## config.mk

```make
export PLATFORM = sky130hd
export DESIGN_NAME = muldiv_unit
export DESIGN_NICKNAME = d
export VERILOG_FILES = /design/src/rtl/muldiv_unit.sv
export SDC_FILE = /design/constraint.sdc
export NUM_CORES = 1
export LEC_CHECK = 0
export CAP_MARGIN = 20
export CELL_PAD_IN_SITES_DETAIL_PLACEMENT = 1
export CELL_PAD_IN_SITES_GLOBAL_PLACEMENT = 2
export CORE_ASPECT_RATIO = 0.8
export CORE_MARGIN = 1.5
export CORE_UTILIZATION = 31
export CTS_BUF_LIST = sky130_fd_sc_hd__clkbuf_4
export CTS_CLUSTER_SIZE = 24
export DETAILED_ROUTE_END_ITERATION = 8
export PLACE_DENSITY = 0.82
export SYNTH_ARGS = -nofsm -noshare
export SYNTH_HDL_FRONTEND = slang
export SYNTH_SLANG_ARGS = --single-unit
```

## constraint.sdc

```tcl
create_clock -name clock -period 6.2 [get_ports clock]
set_input_delay 1.55 -clock clock [delete_from_list [all_inputs] [get_ports clock]]
set_output_delay 1.55 -clock clock [all_outputs]
set_load 0.01 [all_outputs]
```

## src/rtl/muldiv_unit.sv

```systemverilog
// muldiv_unit: iterative multiply/divide unit with architectural HI/LO registers.
// Serves MULT/MULTU/DIV/DIVU (multi-cycle) and MTHI/MTLO (single write in IDLE);
// MFHI/MFLO read hi/lo directly.
//
// Ports:
//   clock        rising-edge system clock
//   reset        asynchronous, active-high reset
//   start        launch an operation (sampled only in IDLE)
//   op           00 MULT, 01 MULTU, 10 DIV, 11 DIVU
//   rA, rB       multiplicand/multiplier or dividend/divisor
//   flush        cancel the in-flight operation
//   hi_we, lo_we MTHI/MTLO write enables (honoured only in IDLE)
//   wdata        MTHI/MTLO write data
//   busy         operation in flight
//   done         one-cycle pulse when an operation has written hi/lo
//   hi, lo       HI/LO registers
module muldiv_unit #(
    parameter int WIDTH = 32,
    parameter int CNT_W = 6
) (
    input  logic             clock,
    input  logic             reset,
    input  logic             start,
    input  logic [1:0]       op,
    input  logic [WIDTH-1:0] rA,
    input  logic [WIDTH-1:0] rB,
    input  logic             flush,
    input  logic             hi_we,
    input  logic             lo_we,
    input  logic [WIDTH-1:0] wdata,
    output logic             busy,
    output logic             done,
    output logic [WIDTH-1:0] hi,
    output logic [WIDTH-1:0] lo
);

    typedef enum logic [1:0] {
        S_IDLE,
        S_RUN,
        S_FINISH
    } state_t;

    state_t             state_q, state_d;
    logic [CNT_W-1:0]   cnt_q, cnt_d;
    logic [1:0]         op_q, op_d;
    logic               sa_q, sa_d;      // sign of rA (signed ops only)
    logic               sb_q, sb_d;      // sign of rB (signed ops only)
    logic [WIDTH-1:0]   b_q, b_d;        // magnitude of rB
    logic [2*WIDTH-1:0] acc_q, acc_d;    // {upper, lower}: product, or {remainder, dividend/quotient}
    logic [WIDTH-1:0]   hi_q, hi_d;
    logic [WIDTH-1:0]   lo_q, lo_d;
    logic               done_q, done_d;

    // Operand conditioning at launch
    logic             a_neg_in, b_neg_in;
    logic [WIDTH-1:0] a_mag, b_mag;

    assign a_neg_in = ~op[0] & rA[WIDTH-1];
    assign b_neg_in = ~op[0] & rB[WIDTH-1];
    assign a_mag    = a_neg_in ? (~rA + WIDTH'(1)) : rA;
    assign b_mag    = b_neg_in ? (~rB + WIDTH'(1)) : rB;

    // Shift-add step: low bit of the multiplier half selects the add, then the
    // whole accumulator shifts right with the carry entering at the top.
    logic [WIDTH:0]     mul_sum;
    logic [2*WIDTH-1:0] acc_mul;

    assign mul_sum = {1'b0, acc_q[2*WIDTH-1:WIDTH]} + (acc_q[0] ? {1'b0, b_q} : '0);
    assign acc_mul = {mul_sum, acc_q[WIDTH-1:1]};

    // Restoring step: shift the next dividend bit into the remainder, trial
    // subtract, keep the difference when it does not borrow.
    logic [WIDTH:0]     rem_sh, diff;
    logic               q_bit;
    logic [WIDTH-1:0]   rem_new;
    logic [2*WIDTH-1:0] acc_div;

    assign rem_sh  = acc_q[2*WIDTH-1:WIDTH-1];
    assign diff    = rem_sh - {1'b0, b_q};
    assign q_bit   = ~diff[WIDTH];
    assign rem_new = q_bit ? diff[WIDTH-1:0] : rem_sh[WIDTH-1:0];
    assign acc_div = {rem_new, acc_q[WIDTH-2:0], q_bit};

    // Sign correction of the final results
    logic               res_neg, rem_neg;
    logic [2*WIDTH-1:0] prod_c;
    logic [WIDTH-1:0]   quot_c, rem_c;

    assign res_neg = ~op_q[0] & (sa_q ^ sb_q);
    assign rem_neg = ~op_q[0] & sa_q;
    assign prod_c  = res_neg ? (~acc_q + (2*WIDTH)'(1)) : acc_q;
    assign quot_c  = res_neg ? (~acc_q[WIDTH-1:0] + WIDTH'(1)) : acc_q[WIDTH-1:0];
    // Divide by zero leaves the dividend magnitude in the remainder half, so the
    // sign-corrected remainder is already rA as latched.
    assign rem_c   = rem_neg ? (~acc_q[2*WIDTH-1:WIDTH] + WIDTH'(1)) : acc_q[2*WIDTH-1:WIDTH];

    always_comb begin
        state_d = state_q;
        cnt_d   = cnt_q;
        op_d    = op_q;
        sa_d    = sa_q;
        sb_d    = sb_q;
        b_d     = b_q;
        acc_d   = acc_q;
        hi_d    = hi_q;
        lo_d    = lo_q;
        done_d  = 1'b0;

        case (state_q)
            S_IDLE: begin
                if (hi_we) hi_d = wdata;
                if (lo_we) lo_d = wdata;
                if (start && !flush) begin
                    op_d    = op;
                    sa_d    = a_neg_in;
                    sb_d    = b_neg_in;
                    b_d     = b_mag;
                    acc_d   = {{WIDTH{1'b0}}, a_mag};
                    cnt_d   = '0;
                    state_d = S_RUN;
                end
            end
            S_RUN: begin
                if (flush) begin
                    state_d = S_IDLE;
                end else begin
                    acc_d = op_q[1] ? acc_div : acc_mul;
                    cnt_d = cnt_q + CNT_W'(1);
                    if (cnt_q == CNT_W'(WIDTH - 1)) state_d = S_FINISH;
                end
            end
            S_FINISH: begin
                state_d = S_IDLE;
                if (!flush) begin
                    done_d = 1'b1;
                    if (op_q[1]) begin
                        lo_d = (b_q == '0) ? '1 : quot_c;
                        hi_d = rem_c;
                    end else begin
                        hi_d = prod_c[2*WIDTH-1:WIDTH];
                        lo_d = prod_c[WIDTH-1:0];
                    end
                end
            end
            default: state_d = S_IDLE;
        endcase
    end

    always_ff @(posedge clock or posedge reset) begin
        if (reset) begin
            state_q <= S_IDLE;
            cnt_q   <= '0;
            op_q    <= '0;
            sa_q    <= 1'b0;
            sb_q    <= 1'b0;
            b_q     <= '0;
            acc_q   <= '0;
            hi_q    <= '0;
            lo_q    <= '0;
            done_q  <= 1'b0;
        end else begin
            state_q <= state_d;
            cnt_q   <= cnt_d;
            op_q    <= op_d;
            sa_q    <= sa_d;
            sb_q    <= sb_d;
            b_q     <= b_d;
            acc_q   <= acc_d;
            hi_q    <= hi_d;
            lo_q    <= lo_d;
            done_q  <= done_d;
        end
    end

    assign busy = (state_q != S_IDLE);
    assign done = done_q;
    assign hi   = hi_q;
    assign lo   = lo_q;

endmodule

```

==> results.yml, run 1 <==
outcome:
  status: "complete, no violations"
floorplanning:
  chipWidth_um: 242
  io_pins: 170
  row_count: 69
  die_area_sq_um: 47200
  core-area_sq_um: 44800
  die_h_um: 195
  initial_core_util_pct: 31.7
synth:
  synth_area_per_cell_sq_um: 7.81
  synth_flop_cell: "dfrtp_1"
  syn-num-nets: 1995
  synth_warnings: 0
  syn_inst: 1820
  synth_edf_count: 0
  syn_area_sq_um: 14200
  synth-async-reset-ratio_pct: 100
  ys_ff_latch: 173
  synth.distinct_cells: 80
  ys_seq_area_share_pct: 30.4
clock_tree:
  clk_path_buf_depth: 2
  cts_tree: "built"
  cts_setup_buffers: 0
  clkTransAtPathRegs_ps: 150
  ctsResizeCount: 0
  h-tree-depth: 4
  cts.sinks: 173
  clk_latency_ps: 670
  hold_buffers: 0
  cts_inserted_buffers: 17
  cts_root_buffer: "clkbuf_4"
place:
  port_buffers: 169
  gp_congestion: 0.898
  dp_hpwl_um: 43600
  dp_slack_ps: 1390
critical_path:
  rr_startpoint: "acc_q[0]"
  critPathMaxStageDelay_ps: 730
  reg2reg_to: "acc_q[60]"
  slowest_stage: "a311oi_1"
  r2r_slack_ps: 1780
  crit_path_frequent_cell: "o21ai_0"
  critPathCaptureType: "flop"
  arrival_ps: 4940
  required_ps: 6720
  r2r_cells: 14
  critPathKind: "reg2reg"
  path_cells: "inv_1, nor2_1, ha_1, o21ai_0, nor2_1, o21ai_0, buf_4, o41ai_1, o21ai_0, a311oi_1, a21oi_1, o21ai_0, xnor2_1, o221ai_1"
  crit_path_max_fanout: 17
  start_kind: "flop"
global_routing:
  grt_max_degree: 122
  grt_pass1_wl_um: 86300
  antenna_found_initial: 7
  grt-busiest-layer: "met1"
  use_met2_pct: 34.2
  gr-usage-met3_pct: 5.16
  gr-total-overflow: 0
  grtUsageTotal_pct: 23.6
  use_met1_pct: 35.2
  grt_pass1_vias: 14200
detailed_routing:
  drt_iter0_drc: 1025
  drtPass1Iterations: 5
  drt-total-wl_um: 55800
  via_count: 14200
  detail-route-antenna-nets: 0
  drc_errors: 0
  wl_per_cell_um: 21.9
  viasPerCell: 5.57
layout:
  drive_gt1_share_pct: 4.37
  layout-area-overhead-vs-synth_pct: 17.9
  fin_nets: 2107
timing:
  setup_viol: 0
  fin_skew_ps: 35.0
  rsz0062_at_grt: "false"
  drv_slew: 0
  fin_crit_sh_pct: 71.3
  slew_headroom_pct: 30.8
  fin_ws_ps: 1780
  max_freq_ghz: 0.226
  tightest_slew_ps: 1040
  tns_ps: 0
  hold_viol: 0
  final.min_clock_period_ps: 4420
hold_path:
  holdPathEnd: "lo[22]"
  holdPathStages: 2
  hold_class: "reg2reg"
  worstHoldStart: "lo[22]"
power_and_ir_drop:
  vdd_drop_max_v: 0.000256
  cellLeakagePower_nw: 7.04
  p_per_area_nw_per_um2: 412
flow_run:
  drv_cap: 0
## synthesized netlist by cell type (all sizes together), types with 3 or more instances
| cell | number | area, sq um |
|---|---|---|
| a211oi | 7 | 52.6 |
| a21o | 22 | 165 |
| a21oi | 145 | 726 |
| a221o | 3 | 30.0 |
| a22o | 8 | 70.1 |
| a22oi | 12 | 90.1 |
| a31oi | 24 | 150 |
| and2 | 10 | 65.1 |
| and3 | 9 | 56.3 |
| and4 | 5 | 43.8 |
| buf | 10 | 53.8 |
| clkbuf | 84 | 345 |
| dfrtp | 173 | 4330 |
| ha | 69 | 863 |
| inv | 66 | 248 |
| mux2i | 41 | 410 |
| nand2 | 243 | 912 |
| nand2b | 17 | 106 |
| nand3 | 36 | 180 |
| nand3b | 4 | 30.0 |
| nand4 | 12 | 75.1 |
| nor2 | 155 | 582 |
| nor2b | 18 | 113 |
| nor3 | 35 | 180 |
| nor3b | 5 | 37.5 |
| nor4 | 26 | 199 |
| o211ai | 20 | 150 |
| o21a | 6 | 45.0 |
| o21ai | 231 | 1160 |
| o21bai | 8 | 60.1 |
| o22ai | 32 | 200 |
| o311ai | 4 | 35.0 |
| o31ai | 21 | 158 |
| o41ai | 10 | 106 |
| or2 | 7 | 46.3 |
| or3 | 17 | 111 |
| or4 | 14 | 116 |
| xnor2 | 97 | 850 |
| xor2 | 76 | 666 |
## registers in the layout, indices dropped and copies added, names as in the netlist
signal and count:
b_q 32, op_q 2, acc_q 64, hi 32, cnt_q 6, done 1
lo 32, sa_q 1, state_q 2, sb_q 1
## cell usage in the layout, fill, tap and decap left out, types with 34 or more instances in the layout
cell type and count:
nand2_1 243, o21ai_0 225, dfrtp_1 172, clkdlybuf4s50_1 169, nor2_1 153, a21oi_1 143, xnor2_1 96, xor2_1 76
ha_1 69, inv_1 65, mux2i_1 41, nand3_1 36, nor3_1 34
## worst max-delay path by stage
stage	start	slack (ps)	endpoint	cells after the start
finish	acc_q[0]	1780	acc_q[60]	14
global route	acc_q[0]	1420	acc_q[60]	14
CTS	acc_q[0]	1830	acc_q[60]	14
detailed placement	rB[8]	1390	b_q[29]	10
global placement	rB[8]	1440	b_q[30]	11
floorplan	rB[8]	2240	b_q[29]	9
## logic make-up after synthesis
family,synth area share (%)
xor gates and xnor gates,10.7
adders and majority gates,6.35
and+or+nand+nor,20.5
muxes,3.04
AOI/OAI and AO/OA,24.1
DFF,30.4
buffers and inverters,4.91
## area by class of cell
| class | instances | area (sq um) |
|---|---|---|
| multi-input combinational | 1484 | 9240 |
| antenna | 4 | 10.0 |
| tap | 603 | 754 |
| fill | 5426 | 28000 |
| sequential | 173 | 4330 |
| inverter | 66 | 251 |
| clock buffer | 19 | 143 |
| clock inverter | 12 | 148 |
| timing repair buffer | 190 | 1880 |
## critical path, delay by kind of cell, from the launching register on
| family | cells | cell delay (ps) |
|---|---|---|
| compound gates | 8 | 2080 |
| buf+inv | 2 | 770 |
| flops | 1 | 550 |
| fa+ha+maj | 1 | 390 |
| simple gates | 2 | 320 |
| xor+xnor | 1 | 160 |
## metal layers
metal  up-vias  share of wire (%)  routed length (um)
met5         -              0.021                  12
met4         2                1.5                 824
met3        47                5.9                3320
met2       347                 42               23700
met1      7090                 50               28000
li1       6733                  -                   -
## power by group
part	switching (mW)	internal [mW]	total, mW
clock network	0.441	0.283	0.724
logic	2.52	1.69	4.21
registers	0.581	1.40	1.98
total	3.54	3.37	6.91
## per-stage QoR
step | instances | hold slack [ps] | area, sq um | util (%) | power [mW]
floorplan | 1820 | 450 | 14200 | - | 4.70
global placement | 2514 | 465 | 16400 | 36.7 | 6.01
detailed placement | 2514 | 471 | 16400 | 36.7 | 6.11
CTS | 2545 | 502 | 16700 | 37.3 | 6.87
global route | 2551 | 521 | 16800 | 37.4 | 7.44
finish | 2551 | 501 | 16800 | 37.4 | 6.91
(Power assumes the default switching activity.)
==> inputs of run 2 (changes only) <==
- clock period: 6.2 -> 4 ns (I/O delays scaled with it)
==> run 2 against run 1 <==
Maximum frequency is 15% higher; power grew 65%; critical path depth up 2; register-to-register slack got worse by 1600 ps; routed wire length is 5.1% higher; non-clock buffer count rose by 108; sequential power up 40%; worst hold slack improved by 4.8 ps; highest routed layer unchanged.
==> results.yml, run 2 (synthesis gave the netlist of run 1 again) <==
floorplanning:
  core-area_sq_um: 44800
  die_h_um: 195
  die_area_sq_um: 47200
  row_count: 69
  chipWidth_um: 242
  io_pins: 170
  initial_core_util_pct: 31.7
hold_path:
  worstHoldStart: "b_q[7]"
  hold_class: "reg2reg"
timing:
  fin_ws_ps: 157
  rsz0062_at_grt: "false"
  tightest_slew_ps: 953
  setup_viol: 0
  hold_viol: 0
  fin_skew_ps: 41.1
  drv_slew: 0
  final.min_clock_period_ps: 3840
  max_freq_ghz: 0.260
  tns_ps: 0
  slew_headroom_pct: 35.9
  fin_crit_sh_pct: 96.1
layout:
  post-route-util_pct: 39.3
  final_common_cell: "nand2_1"
  regMostFlops: "acc_q"
  largest_reg_flops: 64
  drive_gt1_share_pct: 9.60
  layout-area-overhead-vs-synth_pct: 23.9
  final_cell_mix: "nand2_1 (243), o21ai_0 (225), dfrtp_1 (171)"
  fin_cells: 2660
  fin_nets: 2215
detailed_routing:
  drc_errors: 0
  detail-route-antenna-nets: 0
  via_count: 14700
  drtPass1Iterations: 5
  viasPerCell: 5.53
  drt_iter0_drc: 1231
  drt-total-wl_um: 58700
  wl_per_cell_um: 22.1
power_and_ir_drop:
  comb_power_share_pct: 65.5
  vdd_drop_max_v: 0.000284
  cellLeakagePower_nw: 7.60
  p_per_area_nw_per_um2: 648
  intPower_mw: 5.62
  clkPwrFrac_pct: 10.1
  switchingPower_mw: 5.79
  power_frac_seq_pct: 24.3
  sw_frac_of_total_pct: 50.8
critical_path:
  start_kind: "flop"
  critPathKind: "reg2reg"
  slowest_stage: "dfrtp_2"
  startpoint: "acc_q[0]"
  critPathMaxStageDelay_ps: 450
  path_delay_family: "compound AO/OA/AOI/OAI gates"
  required_ps: 4600
  critPathCaptureType: "flop"
  arrival_ps: 4440
  rr_startpoint: "acc_q[0]"
  worst-path-buf-inv: 3
  crit_path_max_fanout: 5
  path_cells: "and2_1, ha_1, inv_1, fa_1, nand2b_1, a21oi_1, o21bai_1, a21oi_1, a221oi_1, buf_4, o211ai_1, a21oi_2, and4_1, o41ai_1, buf_4, o211ai_1"
global_routing:
  grt_max_degree: 73
  grt_pass1_vias: 14800
  gr-total-overflow: 0
  grtUsageTotal_pct: 24.7
  antenna_found_initial: 4
  grt_pass1_wl_um: 90500
place:
  port_buffers: 169
  placedCellCount: 2624
  dp_slack_ps: -33.3
  dp_hpwl_um: 46800
  gp_congestion: 0.954
clock_tree:
  hold_buffers: 0
  cts.sinks: 173
  h-tree-depth: 4
  cts_root_buffer: "clkbuf_4"
  clk_latency_ps: 710
  cts_setup_buffers: 0
  cts_tree: "built"
  clk_path_buf_depth: 2
  clkTransAtPathRegs_ps: 180
  cts_inserted_buffers: 17
  ctsResizeCount: 0
outcome:
  status: "complete, no violations"
flow_run:
  drv_cap: 0
run 2: layer usage:
metal	up-vias	wire [um]	GRT usage, %
met3	40	3180	3.67
met5	-	11	0
met2	391	25200	36.7
li1	6934	-	-
met4	2	660	4.84
met1	7356	29600	37.7
run 2: area by class of cell:
type,instances,area (sq um)
fillers,5464,27200
repair buffers,298,2720
multi-input cells,1484,9250
clock buffers,17,128
flip-flops and latches,173,4330
diodes,4,10.0
clock inverters,15,171
inverters,66,251
well taps,603,754
run 2: path summary, 6_finish.rpt:
kind	to	slack [ps]	depth (start not counted)
hold reg to reg	b_q[7]	510	2
setup / recovery	acc_q[57]	160	16
hold / removal	b_q[7]	510	2
setup reg to reg	acc_q[57]	160	16
min in group asynchronous	hi[28]	630	2
max in group asynchronous	acc_q[22]	2520	3
run 2: per-stage QoR:
step / hold WS, ps / total power, mW / cell area (sq um)
global route: 525 / 12.2 / 17600
finish: 506 / 11.4 / 17600
detailed placement: 472 / 10.1 / 17300
global placement: 467 / 9.93 / 17300
CTS: 509 / 11.3 / 17600
floorplan: 450 / 7.29 / 14200
run 2: power by group through the flow:
stage               Clock [mW]  Combinational [mW]  Sequential (mW)
floorplan                    0                4.58             2.70
global placement             0                7.15             2.78
detailed placement           0                7.31             2.80
CTS                       1.19                7.35             2.76
global route              1.25                8.11             2.83
finish                    1.16                7.48             2.78
run 2: worst register-to-register path: cells and delay by family, from the launching register on:
| family | cells | cell delay [ps] |
|---|---|---|
| buffers and inverters | 3 | 400 |
| adder cells (fa/ha/maj) | 2 | 640 |
| AND/OR/NAND/NOR | 3 | 570 |
| flip-flops | 1 | 450 |
| AO/OA/AOI/OAI | 8 | 1690 |
==> inputs of run 3 (changes only) <==
- SLEW_MARGIN: unset -> 20
==> results of run 3 <==
Final layout, timing and power as in run 2 (identical DEF).
